`config.mk`:
```
export PLATFORM = sky130hd
export DESIGN_NAME = day1_sequencer
export DESIGN_NICKNAME = d
export VERILOG_FILES = /design/src/rtl/day1_pkg.sv /design/src/rtl/day1_sequencer.sv
export SDC_FILE = /design/constraint.sdc
export NUM_CORES = 1
export LEC_CHECK = 0
export ABC_CLOCK_PERIOD_IN_PS = 3700
export CAP_MARGIN = 20
export CORE_MARGIN = 2
export CORE_UTILIZATION = 45
export DETAILED_ROUTE_END_ITERATION = 10
export HOLD_SLACK_MARGIN = 0.08
export PLACE_DENSITY_LB_ADDON = 0.1
export SLEW_MARGIN = 15
export SYNTH_ARGS = -nofsm -noshare
export SYNTH_HDL_FRONTEND = slang
export SYNTH_SLANG_ARGS = --single-unit
```
`constraint.sdc`:
```
create_clock -name clock -period 3.7 [get_ports clock]
set_input_delay 0.74 -clock clock [delete_from_list [all_inputs] [get_ports clock]]
set_output_delay 0.74 -clock clock [all_outputs]
set_load 0.01 [all_outputs]
```
`src/rtl/day1_pkg.sv`:
```
// Shared types and ASCII constants for the day1 stream sequencer.
// Latency: n/a (declarations only). Backpressure: n/a.
package day1_pkg;

    typedef enum logic [2:0] {
        ST_IDLE,
        ST_INIT,
        ST_DIR,
        ST_NUM,
        ST_ISSUE,
        ST_DRAIN,
        ST_DONE
    } state_t;

    localparam logic [7:0] CH_L  = 8'h4C;
    localparam logic [7:0] CH_R  = 8'h52;
    localparam logic [7:0] CH_LF = 8'h0A;
    localparam logic [7:0] CH_CR = 8'h0D;
    localparam logic [7:0] CH_0  = 8'h30;
    localparam logic [7:0] CH_9  = 8'h39;

    function automatic logic is_digit(input logic [7:0] c);
        return (c >= CH_0) && (c <= CH_9);
    endfunction

endpackage

```
`src/rtl/day1_sequencer.sv`:
```
// Parses an ASCII rotation stream, feeds day1_puzzle one command at a time, latches the final password.
// Latency: byte accepted at edge N -> valid from cycle N+1; result DRAIN_CYCLES ready cycles after the last transfer.
// Backpressure: in_ready drops while a command waits on ready; valid/rotation/rotate_amount held until ready.
module day1_sequencer
    import day1_pkg::*;
#(
    parameter int WIDTH        = 16,
    parameter int START_POS    = 50,
    parameter int MAX_NUMBER   = 99,
    parameter int DRAIN_CYCLES = 2
) (
    input  logic             clock,
    input  logic             reset,
    input  logic             start,
    input  logic [7:0]       in_data,
    input  logic             in_valid,
    input  logic             in_last,
    output logic             in_ready,
    output logic             init,
    output logic             valid,
    output logic             rotation,
    output logic [WIDTH-1:0] rotate_amount,
    output logic [WIDTH-1:0] max_number,
    input  logic             ready,
    input  logic [WIDTH-1:0] password,
    output logic [WIDTH-1:0] result,
    output logic             done,
    output logic [WIDTH-1:0] cmd_count,
    output logic             error
);

    localparam int DW = (DRAIN_CYCLES > 1) ? $clog2(DRAIN_CYCLES + 1) : 1;
    localparam logic [DW-1:0] DRAIN_LAST = DW'(DRAIN_CYCLES - 1);

    state_t           state_q, state_d;
    logic             dir_q, dir_d;
    logic             last_q, last_d;
    logic             error_q, error_d;
    logic [WIDTH-1:0] acc_q, acc_d;
    logic [WIDTH-1:0] cnt_q, cnt_d;
    logic [WIDTH-1:0] result_q, result_d;
    logic [DW-1:0]    drain_q, drain_d;

    // acc*10 + digit in four extra bits; any carry into them means overflow
    logic [WIDTH+3:0] acc_ext;
    logic [WIDTH+3:0] acc_mul;
    logic             acc_sat;
    assign acc_ext = {4'b0000, acc_q};
    assign acc_mul = (acc_ext << 3) + (acc_ext << 1) + {{WIDTH{1'b0}}, in_data[3:0]};
    assign acc_sat = |acc_mul[WIDTH+3:WIDTH];

    always_ff @(posedge clock) begin
        if (reset) begin
            state_q  <= ST_IDLE;
            dir_q    <= 1'b0;
            last_q   <= 1'b0;
            error_q  <= 1'b0;
            acc_q    <= '0;
            cnt_q    <= '0;
            result_q <= '0;
            drain_q  <= '0;
        end else begin
            state_q  <= state_d;
            dir_q    <= dir_d;
            last_q   <= last_d;
            error_q  <= error_d;
            acc_q    <= acc_d;
            cnt_q    <= cnt_d;
            result_q <= result_d;
            drain_q  <= drain_d;
        end
    end

    always_comb begin
        state_d  = state_q;
        dir_d    = dir_q;
        last_d   = last_q;
        error_d  = error_q;
        acc_d    = acc_q;
        cnt_d    = cnt_q;
        result_d = result_q;
        drain_d  = '0;
        case (state_q)
            ST_IDLE, ST_DONE: begin
                if (start) begin
                    state_d  = ST_INIT;
                    cnt_d    = '0;
                    error_d  = 1'b0;
                    result_d = '0;
                end
            end
            ST_INIT: begin
                state_d = ST_DIR;
                last_d  = 1'b0;
            end
            ST_DIR: begin
                if (in_valid) begin
                    if (in_data == CH_L || in_data == CH_R) begin
                        dir_d   = (in_data == CH_R);
                        acc_d   = '0;
                        state_d = ST_NUM;
                    end else if (in_data != CH_LF && in_data != CH_CR) begin
                        error_d = 1'b1;
                    end
                    if (in_last) state_d = ST_DRAIN;
                end
            end
            ST_NUM: begin
                if (in_valid) begin
                    if (is_digit(in_data)) begin
                        acc_d = acc_sat ? '1 : acc_mul[WIDTH-1:0];
                        if (acc_sat) error_d = 1'b1;
                        if (in_last) begin
                            state_d = ST_ISSUE;
                            last_d  = 1'b1;
                        end
                    end else if (in_data == CH_LF) begin
                        state_d = ST_ISSUE;
                        last_d  = in_last;
                    end else if (in_data == CH_CR) begin
                        if (in_last) begin
                            state_d = ST_ISSUE;
                            last_d  = 1'b1;
                        end
                    end else begin
                        error_d = 1'b1;
                        state_d = in_last ? ST_DRAIN : ST_DIR;
                    end
                end
            end
            ST_ISSUE: begin
                if (ready) begin
                    cnt_d   = cnt_q + WIDTH'(1);
                    state_d = last_q ? ST_DRAIN : ST_DIR;
                end
            end
            ST_DRAIN: begin
                if (ready) begin
                    if (drain_q == DRAIN_LAST) begin
                        result_d = password;
                        state_d  = ST_DONE;
                    end else begin
                        drain_d = drain_q + DW'(1);
                    end
                end
            end
            default: state_d = ST_IDLE;
        endcase
    end

    always_comb begin
        in_ready      = 1'b0;
        init          = 1'b0;
        valid         = 1'b0;
        rotation      = 1'b0;
        rotate_amount = '0;
        done          = 1'b0;
        max_number    = (state_q != ST_IDLE) ? WIDTH'(MAX_NUMBER) : '0;
        case (state_q)
            ST_INIT: begin
                init          = 1'b1;
                rotate_amount = WIDTH'(START_POS);
            end
            ST_DIR, ST_NUM: in_ready = 1'b1;
            ST_ISSUE: begin
                valid         = 1'b1;
                rotation      = dir_q;
                rotate_amount = acc_q;
            end
            ST_DONE: done = 1'b1;
            default: ;
        endcase
    end

    assign result    = result_q;
    assign cmd_count = cnt_q;
    assign error     = error_q;

endmodule

```
# Word level (Yosys, flattened, before mapping)
# Index checks and enable logic that the tools add are counted.
# W data, S select, Z words.
word_totals:
  reg_bits: 56
  out_inout_bits: 70
  input_bits: 30
op_classes:
  magnitude_cmp: 2
  muxes: 50
  eq_ne: 28
  bitwise_logic: 2
  add_sub_neg: 4
  reduce_logical: 21
op_table:
  columns: ["cell", "n"]
  rows:
  - ["$mux W16", 9]
  - ["$pmux W16 S2", 4]
  - ["$mux W3", 14]
  - ["$add A19 B17 Y20", 1]
  - ["$add A20 B4 Y20", 1]
  - ["$ne A2 B2 Y1 const B", 10]
  - ["$mux W1", 19]
  - ["$pmux W3 S6", 1]
  - ["$add A16 B1 Y16 const B", 1]
  - ["$eq A8 B4 Y1 const B", 2]
  - ["$eq A8 B7 Y1 const B", 2]
  - ["$ne A8 B4 Y1 const B", 2]
  - ["$ne A3 B3 Y1 const B", 4]
  - ["$eq A3 B3 Y1 const B", 3]
  - ["$reduce_and A3 Y1", 3]
  - ["$reduce_and A9 Y1", 1]
  - ["$ge A8 B6 Y1 const B", 1]
  - ["$le A8 B6 Y1 const B", 1]
  - ["$reduce_bool A2 Y1", 4]
  - ["$reduce_or A4 Y1", 2]
  - ["$mux W7", 1]
  - ["$reduce_and A7 Y1", 1]
  - ["$eq A3 B2 Y1 const B", 2]
  - ["$reduce_bool A3 Y1", 2]
  - ["other kinds (13)", 16]

# Depth between registers and ports, before layout
# Gate-level depths: netlist of run 1.
depth:
  word_depth: 7
  mapped_depth: 12

# Worst setup path before layout of run 1
# No wires, ideal clock.
synth_timing:
  path_type: "input-to-reg"
  start: "input port in_data[3]"
  end: "register acc_q[15]"
  path_buffers: 1
  cell_stages: 11
  arrival_ns: 3.335
  slack_ns: 0.246
  path_cell_list: "fa_1 > inv_1 > fa_1 > nand2b_1 > a21oi_1 > o31a_1 > a31o_2 > mux2i_1 > a31oi_2 > buf_6 > a211o_1"
synth_via:
  elab_chain_len: 6
  elab_cells_between_ends: 15
synth_rtl:
  columns: ["element", "line", "rtl"]
  rows:
  - ["start: declaration", "day1_sequencer.sv:15", "input logic [7:0] in_data,"]
  - ["$add A20 B4 Y20", "day1_sequencer.sv:49", "assign acc_mul = (acc_ext << 3) + (acc_ext << 1) + {{WIDTH{1'b0}}, in_data[3:0]};"]
  - ["$reduce_or A4 Y1", "day1_sequencer.sv:50", "assign acc_sat = |acc_mul[WIDTH+3:WIDTH];"]
  - ["$mux W16", "day1_sequencer.sv:111", "acc_d = acc_sat ? '1 : acc_mul[WIDTH-1:0];"]
  - ["$mux W16", "day1_sequencer.sv:110", "if (is_digit(in_data)) begin"]
  - ["$mux W16", "day1_sequencer.sv:109", "if (in_valid) begin"]
  - ["$pmux W16 S2", "day1_sequencer.sv:83", "case (state_q)"]
  - ["end signal: assignment", "day1_sequencer.sv:58", "acc_q <= '0;"]
  - ["end signal: assignment", "day1_sequencer.sv:67", "acc_q <= acc_d;"]
  - ["end: declaration", "day1_sequencer.sv:39", "logic [WIDTH-1:0] acc_q, acc_d;"]
# Parallel ways exist; a longest one is shown, timed or not. The select of a mux whose other input is x is not followed.
# A chain may end at the register's enable or synchronous reset.

# Worst setup path in the final report of run 1
layout_timing:
  start: "input port in_data[2]"
  end: "register acc_q[1]"
# Same word-level chain as after synthesis.

==> results of run 1 <==
==> state kept, by name (all words and copies together), names as in the netlist <==
register and flops:
acc_q 16, cmd_count 16, dir_q 1, drain_q 2
error 1, last_q 1, result 16, state_q 3
==> area by class of cell <==
type / instances / area (µm²) / area share (%)
timing repair buffer: 101 / 991 / 21.0
clock buffer: 5 / 68.8 / 1.46
clock inverter: 3 / 42.5 / 0.903
tap: 102 / 128 / 2.71
multi-input combinational: 339 / 2320 / 49.2
inverter: 11 / 41.3 / 0.877
sequential: 56 / 1120 / 23.8
==> cells in the final DEF (no fill, tap or decap), drive strengths merged, types with 7 or more instances in the layout <==
master | Yosys | layout
a21oi | 29 | 29
a221o | 15 | 15
a22oi | 16 | 16
and2 | 17 | 17
and3 | 7 | 7
buf | 19 | 14
clkdlybuf4s50 | 0 | 86
conb | 1 | 12
dfxtp | 56 | 56
ha | 33 | 33
inv | 11 | 11
nand2 | 22 | 22
nand2b | 11 | 11
nand3 | 7 | 7
nand4 | 7 | 7
nor2 | 50 | 50
nor3 | 11 | 11
o21ai | 20 | 20
xnor2 | 11 | 11
xor2 | 13 | 13
==> what timing repair did <==
action / in CTS / in global routing
hold buffers: 0 / 0
gates resized for setup: 0 / 3
endpoints found under the setup margin: 0 / 16
==> worst reg2reg max path: stages (launching register included) <==
cell	delay [ns]
dfxtp_1	0.37
fa_1	0.54
inv_1	0.07
fa_1	0.44
nand2b_1	0.19
a21oi_2	0.15
o31a_1	0.17
a31o_2	0.20
mux2i_2	0.24
a31oi_2	0.14
buf_12	0.17
a221o_1	0.27
==> metal layers <==
layer | global-route usage (%) | wire (µm)
met5 | 0 | 0
met4 | 4.47 | 76
met3 | 2.81 | 498
met2 | 36.1 | 4330
met1 | 26.1 | 3890
==> power by group <==
group	switching [mW]	leakage (nW)	internal [mW]
sequential	0.0340	0.451	0.617
combinational	0.240	1.45	0.224
clock	0.195	0.0541	0.200
total	0.469	1.95	1.04
==> per-stage QoR <==
step                      power [mW]  std cells  TNS [ns]  util [%]
after global routing            1.59        617         0      60.6
after floorplan                0.945        439         0         -
after global placement          1.12        608     -4.02      59.0
final                           1.51        617         0      60.6
after CTS                       1.52        617         0      60.5
after detailed placement        1.13        609     -5.00      59.1
==> cell families after synthesis <==
family / Yosys count
fa+ha+maj: 35
xor+xnor: 24
flops: 56
simple gates: 154
compound gates: 112
other cells: 1
buf+inv: 44
mux: 2
==> worst max path at each step <==
stage	endpoint	slack, ns	depth (start not counted)
after floorplan	acc_q[15]	0.25	11
after global placement	acc_q[15]	-0.25	12
after detailed placement	acc_q[1]	-0.32	12
after CTS	acc_q[1]	0.006	12
after global routing	acc_q[1]	0.15	13
final	acc_q[1]	0.30	13
==> results.md, run 1 <==
- Outcome: finished, final reports clean
- Worst reg2reg path endpoint: acc_q[1]
- Worst path cell trace: clkdlybuf4s50_1, ha_1, ha_1, inv_1, fa_1, nand2b_1, a21oi_2, o31a_1, a31o_2, mux2i_2, a31oi_2, buf_12, a221o_1
- Worst Setup End Kind: register
- # Post-CTS Setup Buffers: 0
- Max VDD drop: roughly 0.16 mV
- Clock latency on the worst-skew pair: between 0.3 and 0.4 ns
- DR iter-0 viols: 171
- Mapped Area: roughly 3600 µm²
- Critical Path Source: in_data[2]
- Effective utilization at floorplan: 46.6%
- Hold WS: 0.435 ns
- Post-synthesis register bit count: between 50 and 60
- Crit path max fanout: 16
- Hold Crit Class: reg2reg
- Final Hold Viols: 0
- Tot GR Track Use: 20.3%
- Root Buffer: clkbuf_8
- Final slew viol count: 0
- Vias per cell: roughly 5.6
- Synth Area in Adders: 12.5%
- Total gr overflow: 0
- Die Footprint: 8780 µm²
- H-tree levels: 2
- Top cell by count, worst path: ha_1
- WL final: ~8.8 mm
- Worst R2R Setup Slack: between 0.6 and 0.7 ns
- Layout cells sized above 1: 5.63%
- # rows: 32
- Top delay family on crit path: compound AO/OA/AOI/OAI gates
- Setup Skew: 0.0103 ns
- Pre-Repair DR Iteration Count: 4
- Die width: around 94 µm
- RSZ-0062 raised after global routing: no
- DP HPWL: 6.80 mm
- IO Pins: 100
- Synth Area in Compound Gates: a little over a fifth
- Leak: 1.95 nW
- Most common library cells after synthesis: dfxtp_1 (56), nor2_1 (50), ha_1 (33), a21oi_1 (29), nand2_1 (22)
- Worst reg2reg startpoint: acc_q[0]
- Final period util: 91.9%
- Clk buf depth: 2
- Prevailing post-synth register cell: dfxtp_1
- Initial antenna violation count: 0
- Mux contribution to synthesized area: 0.553%
- Main combinational cell family by area after synthesis: compound AO/OA/AOI/OAI gates
- Max Freq: 294 MHz
- Count leader, synth: dfxtp_1
- Final #Nets: 579
- Worst path slowest cell: clkdlybuf4s50_1
- Worst stage delay on the critical path: about 0.43 ns
- GP Congestion: 0.851
- Sink of the worst hold path: drain_q[0]
- EDFF count, synth: 0
- Core ar.: 7770 µm²
- Critical path required time: 3.90 ns
- Largest net degree at the start of global routing: 30
- Slew margin rel.: 51.1%
- Synth area leader: dfxtp_1
- Area contributors post-synth: dfxtp_1 (31%), ha_1 (11%), nor2_1 (5.2%)
- Synth Area in Simple Gates: 21.8%
- Port Buffer Count: 87
- CTS tree: done
- Final setup viols: 0
- Ant. Diodes: 0
- CTS Buf Count: 5
- Top cell type's share of synthesized area: about 31%
- Filler instances: 720
- Die Y: around 94 µm
- Critical path class: in2reg
- Tmin final: 3.40 ns
- P per Cell Area: roughly 320 nW/µm²
- Pre-CTS WS: -0.318 ns
- Setup crit start kind: input port
- Worst path arrival time: around 3.6 ns
- Worst-margin pin slew: 0.734 ns
- Final instance area: 4710 µm²
- Post-place instance area: 4590 µm²
- Routed Antenna Nets: 0
- CTS sink count: 56
- Mean post-synth cell area: 8.46 µm²
- Synth cell types: 57
- Max Cap Viol: 0
- Worst R2R Path Depth: 11
- First-pass GRT wire length: 14.7 mm
- Via count: between 3k and 4k
- Async SR Flop Fraction: 0%
- Gate count after technology mapping: 428
- Ys Warns: 0
- XOR/XNOR share of the synthesized area: 5.81%
- Vias in the first global route: between 3k and 4k
- Hold_sp: drain_q[0]
- Post-DR wirelength/cell: around 14 µm
- CTS clock-pin slew for the worst setup and hold paths: 0.10 ns
- Residual DRC: 0
- Crit path buf inv count: 3
- Synth-to-Final Area Change: 30.1%
- Seq/Total Area, Yosys: 31.0%
- Final setup margin: 0.299 ns
- Cell depth of the worst hold path: 1
Power figures use the tool's default switching activity.
==> run 2, diff against run 1 <==
--- a/config.mk
+++ b/config.mk
@@ -5,13 +5,14 @@
 export SDC_FILE = /design/constraint.sdc
 export NUM_CORES = 1
 export LEC_CHECK = 0
+export ABC_AREA = 1
 export ABC_CLOCK_PERIOD_IN_PS = 3700
-export CAP_MARGIN = 20
 export CORE_MARGIN = 2
 export CORE_UTILIZATION = 45
 export DETAILED_ROUTE_END_ITERATION = 10
 export HOLD_SLACK_MARGIN = 0.08
 export PLACE_DENSITY_LB_ADDON = 0.1
+export REMOVE_ABC_BUFFERS = 1
 export SLEW_MARGIN = 15
 export SYNTH_ARGS = -nofsm -noshare
 export SYNTH_HDL_FRONTEND = slang
==> results.md, run 2 <==
- Outcome: finished, final reports clean
- CTS hold repair buffers: 0 (unchanged)
- Port Buffer Count: 87 (unchanged)
- CTS tree: done
- Critical path required time: 3.89 ns (about the same)
- Setup crit start kind: input port
- DR iter-0 viols: 220 (+29%)
- Worst path arrival time: 3.45 ns (-0.15 ns)
- Final period util: 88.3% (-3.7 points)
- Critical Path Source: in_data[3]
- Total gr overflow: 0 (unchanged)
- Synth-to-Final Area Change: 23.6%
- Psw: 0.647 mW (+38%)
- Combinational group share of total power: 40.7% (+10 points)
- DP HPWL: 8.70 mm (+28%)
- Prevailing post-synth register cell: dfxtp_1
- Top cell type's share of synthesized area: 26.0% (-4.9 points)
- Tot GR Track Use: 21.9% (+1.6 points)
- Core Util, Final: 57.3% (-3.3 points)
- WL final: 11.2 mm (+27%)
- Count leader, synth: nand2_1
- Ant. Diodes: 0 (unchanged)
- Via count: 4397 (+28%)
- Final #Nets: 816 (+41%)
- Final Hold Viols: 0 (unchanged)
- Mapped Area: 4310 µm² (+19%)
- Initial antenna violation count: 0 (unchanged)
- CTS sink count: 56 (unchanged)
- RSZ-0062 raised after global routing: no
- # Post-CTS Setup Buffers: 0 (unchanged)
- Pre-Repair DR Iteration Count: 5 (+1)
- Vias per cell: 4.99 (-10%)
- Final setup viols: 0 (unchanged)
- Area contributors post-synth: dfxtp_1 (26%), nand2_1 (16%), ha_1 (9.6%)
- Critical path class: in2reg
- EDFF count, synth: 0 (unchanged)
- Core ar.: 9280 µm² (+20%)
- Hold_sp: drain_q[0]
- Crit path max fanout: 17 (+1)
- Largest net degree at the start of global routing: 40 (+33%)
- Setup Skew: 0.00408 ns (-0.00626 ns)
- Top delay family on crit path: adder cells
- Ys Warns: 0 (unchanged)
- Clock latency on the worst-skew pair: 0.31 ns (about the same)
- Leak: 2.46 nW (+26%)
- Most frequent cells in the layout: nand2_1 (181), inv_1 (97), clkdlybuf4s50_1 (87), a21oi_1 (63), dfxtp_1 (56)
- CP Depth: 17 (+4)
- Routed Antenna Nets: 0 (unchanged)
- Max Cap Viol: 0 (unchanged)
- Max Freq: 306 MHz (+4.1%)
- Worst-margin pin slew: 0.865 ns (+0.131 ns)
- Worst Setup End Kind: register
- Layout cells sized above 1: 5.45% (-0.18 points)
- Residual DRC: 0 (unchanged)
- CTS Buf Count: 5 (unchanged)
- Setup TNS: 0 ns (unchanged)
- Switch share: 38.4% (+7.4 points)
- Clk buf depth: 2 (unchanged)
- P per Cell Area: 316 nW/µm² (-1.4%)
- Root Buffer: clkbuf_8
- Synth area leader: dfxtp_1
- Int Pwr: 1.04 mW (-0.51%)
- Crit path buf inv count: 4 (+1)
- Reg power frac: 38.7% (-4.4 points)
- Vias in the first global route: 3933 (+23%)
- Clock network fraction of design power: 20.6% (-5.6 points)
- GP Congestion: 0.907 (+6.5%)
- Filler instances: 977 (+36%)
- IO Pins: 100 (unchanged)
- # rows: 35 (+9.4%)
- Effective utilization at floorplan: 46.4% (-0.21 points)
- Gate count after technology mapping: 670 (+57%)
- Most common library cells after synthesis: nand2_1 (181), inv_1 (97), a21oi_1 (63), dfxtp_1 (56), nand3_1 (55)
- H-tree levels: 2 (unchanged)
- Die Footprint: 10400 µm² (+18%)
- Synth cell types: 41 (-28%)
- Async SR Flop Fraction: 0% (unchanged)
- Worst reg2reg startpoint: acc_q[0]
- Worst path slowest cell: fa_1
- CTS clock-pin slew for the worst setup and hold paths: 0.09 ns (about the same)
- Worst path cell trace: clkdlybuf4s50_1, fa_1, inv_1, fa_1, inv_1, nand2_1, nand2_1, nand3_1, nand2_1, nand2_1, nand3_1, nand2_1, nor2_2, buf_12, nand3_1, nand2_1, a21oi_1
- Post-synthesis register bit count: 56 (unchanged)
- Top cell by count, worst path: nand2_1
- Worst stage delay on the critical path: 0.57 ns (+0.14 ns)
- Post-DR wirelength/cell: 12.7 µm (-11%)
- Post-CTS sizing: 0 (unchanged)
- Slew margin rel.: 42.2% (-8.9 points)
- Die Y: 102 µm (+8.7%)
- First-pass GRT wire length: 18.4 mm (+26%)
- Final slew viol count: 0 (unchanged)
- Hold WS: 0.424 ns (-0.0109 ns)
- Worst R2R Path Depth: 16 (+5)
- Commonest non-fill, non-tap cell in the layout: nand2_1
- Tmin final: 3.27 ns (-0.135 ns)
- Cell depth of the worst hold path: 1 (unchanged)
- Seq/Total Area, Yosys: 26.0% (-4.9 points)
- Mean post-synth cell area: 6.43 µm² (-24%)
- Die width: 102 µm (+8.7%)
- Hold Crit Class: reg2reg
- Max VDD drop: 0.357 mV (+120%)
-- run 2: cell families after synthesis --
kind of cell	share of synthesized area, %
and+or+nand+nor	34.4
buffers and inverters	13.9
AOI/OAI and AO/OA	13.2
DFF	26.0
adders and majority gates	10.5
xor gates and xnor gates	1.83
other	0.0871
-- run 2: layer usage --
metal | routed length, µm | share of wire, % | up-vias | track usage (%)
met3 | 589 | 5.3 | 6 | 3.56
met5 | 0 | 0 | - | 0
met2 | 5090 | 46 | 114 | 35.8
met4 | 64 | 0.57 | 0 | 3.08
li1 | - | - | 2291 | -
met1 | 5440 | 49 | 1986 | 31.3
-- run 2: cell type report --
| cell class | instances | area (µm²) | area share, % |
|---|---|---|---|
| well taps | 129 | 161 | 3.03 |
| multi-input cells | 492 | 2630 | 49.4 |
| clock buffers | 7 | 86.3 | 1.62 |
| inverters | 103 | 389 | 7.31 |
| repair buffers | 93 | 928 | 17.4 |
| flip-flops and latches | 56 | 1120 | 21.1 |
| clock inverters | 1 | 7.51 | 0.141 |
-- run 2: path summary, 6_finish.rpt --
kind	to	slack, ns
hold / removal	drain_q[0]	0.42
hold reg to reg	drain_q[0]	0.42
setup reg to reg	acc_q[13]	0.97
setup / recovery	acc_q[13]	0.43
-- run 2: per-stage QoR --
stage          cells  power [mW]  setup slack, ns  instance area, µm²
2_1_floorplan    651        1.06            0.648                4140
3_3_place_gp     873        1.34            0.186                5230
3_5_place_dp     873        1.35            0.110                5230
4_1_cts          881        1.70            0.449                5320
5_1_grt          881        1.79            0.227                5320
6_report         881        1.68            0.435                5320
-- run 2: power by group through the flow --
stage | sequential (mW) | combinational [mW] | clock [mW]
2_1_floorplan | 0.665 | 0.396 | 0
3_3_place_gp | 0.664 | 0.679 | 0
3_5_place_dp | 0.664 | 0.682 | 0
4_1_cts | 0.650 | 0.688 | 0.362
5_1_grt | 0.656 | 0.751 | 0.385
6_report | 0.651 | 0.686 | 0.346
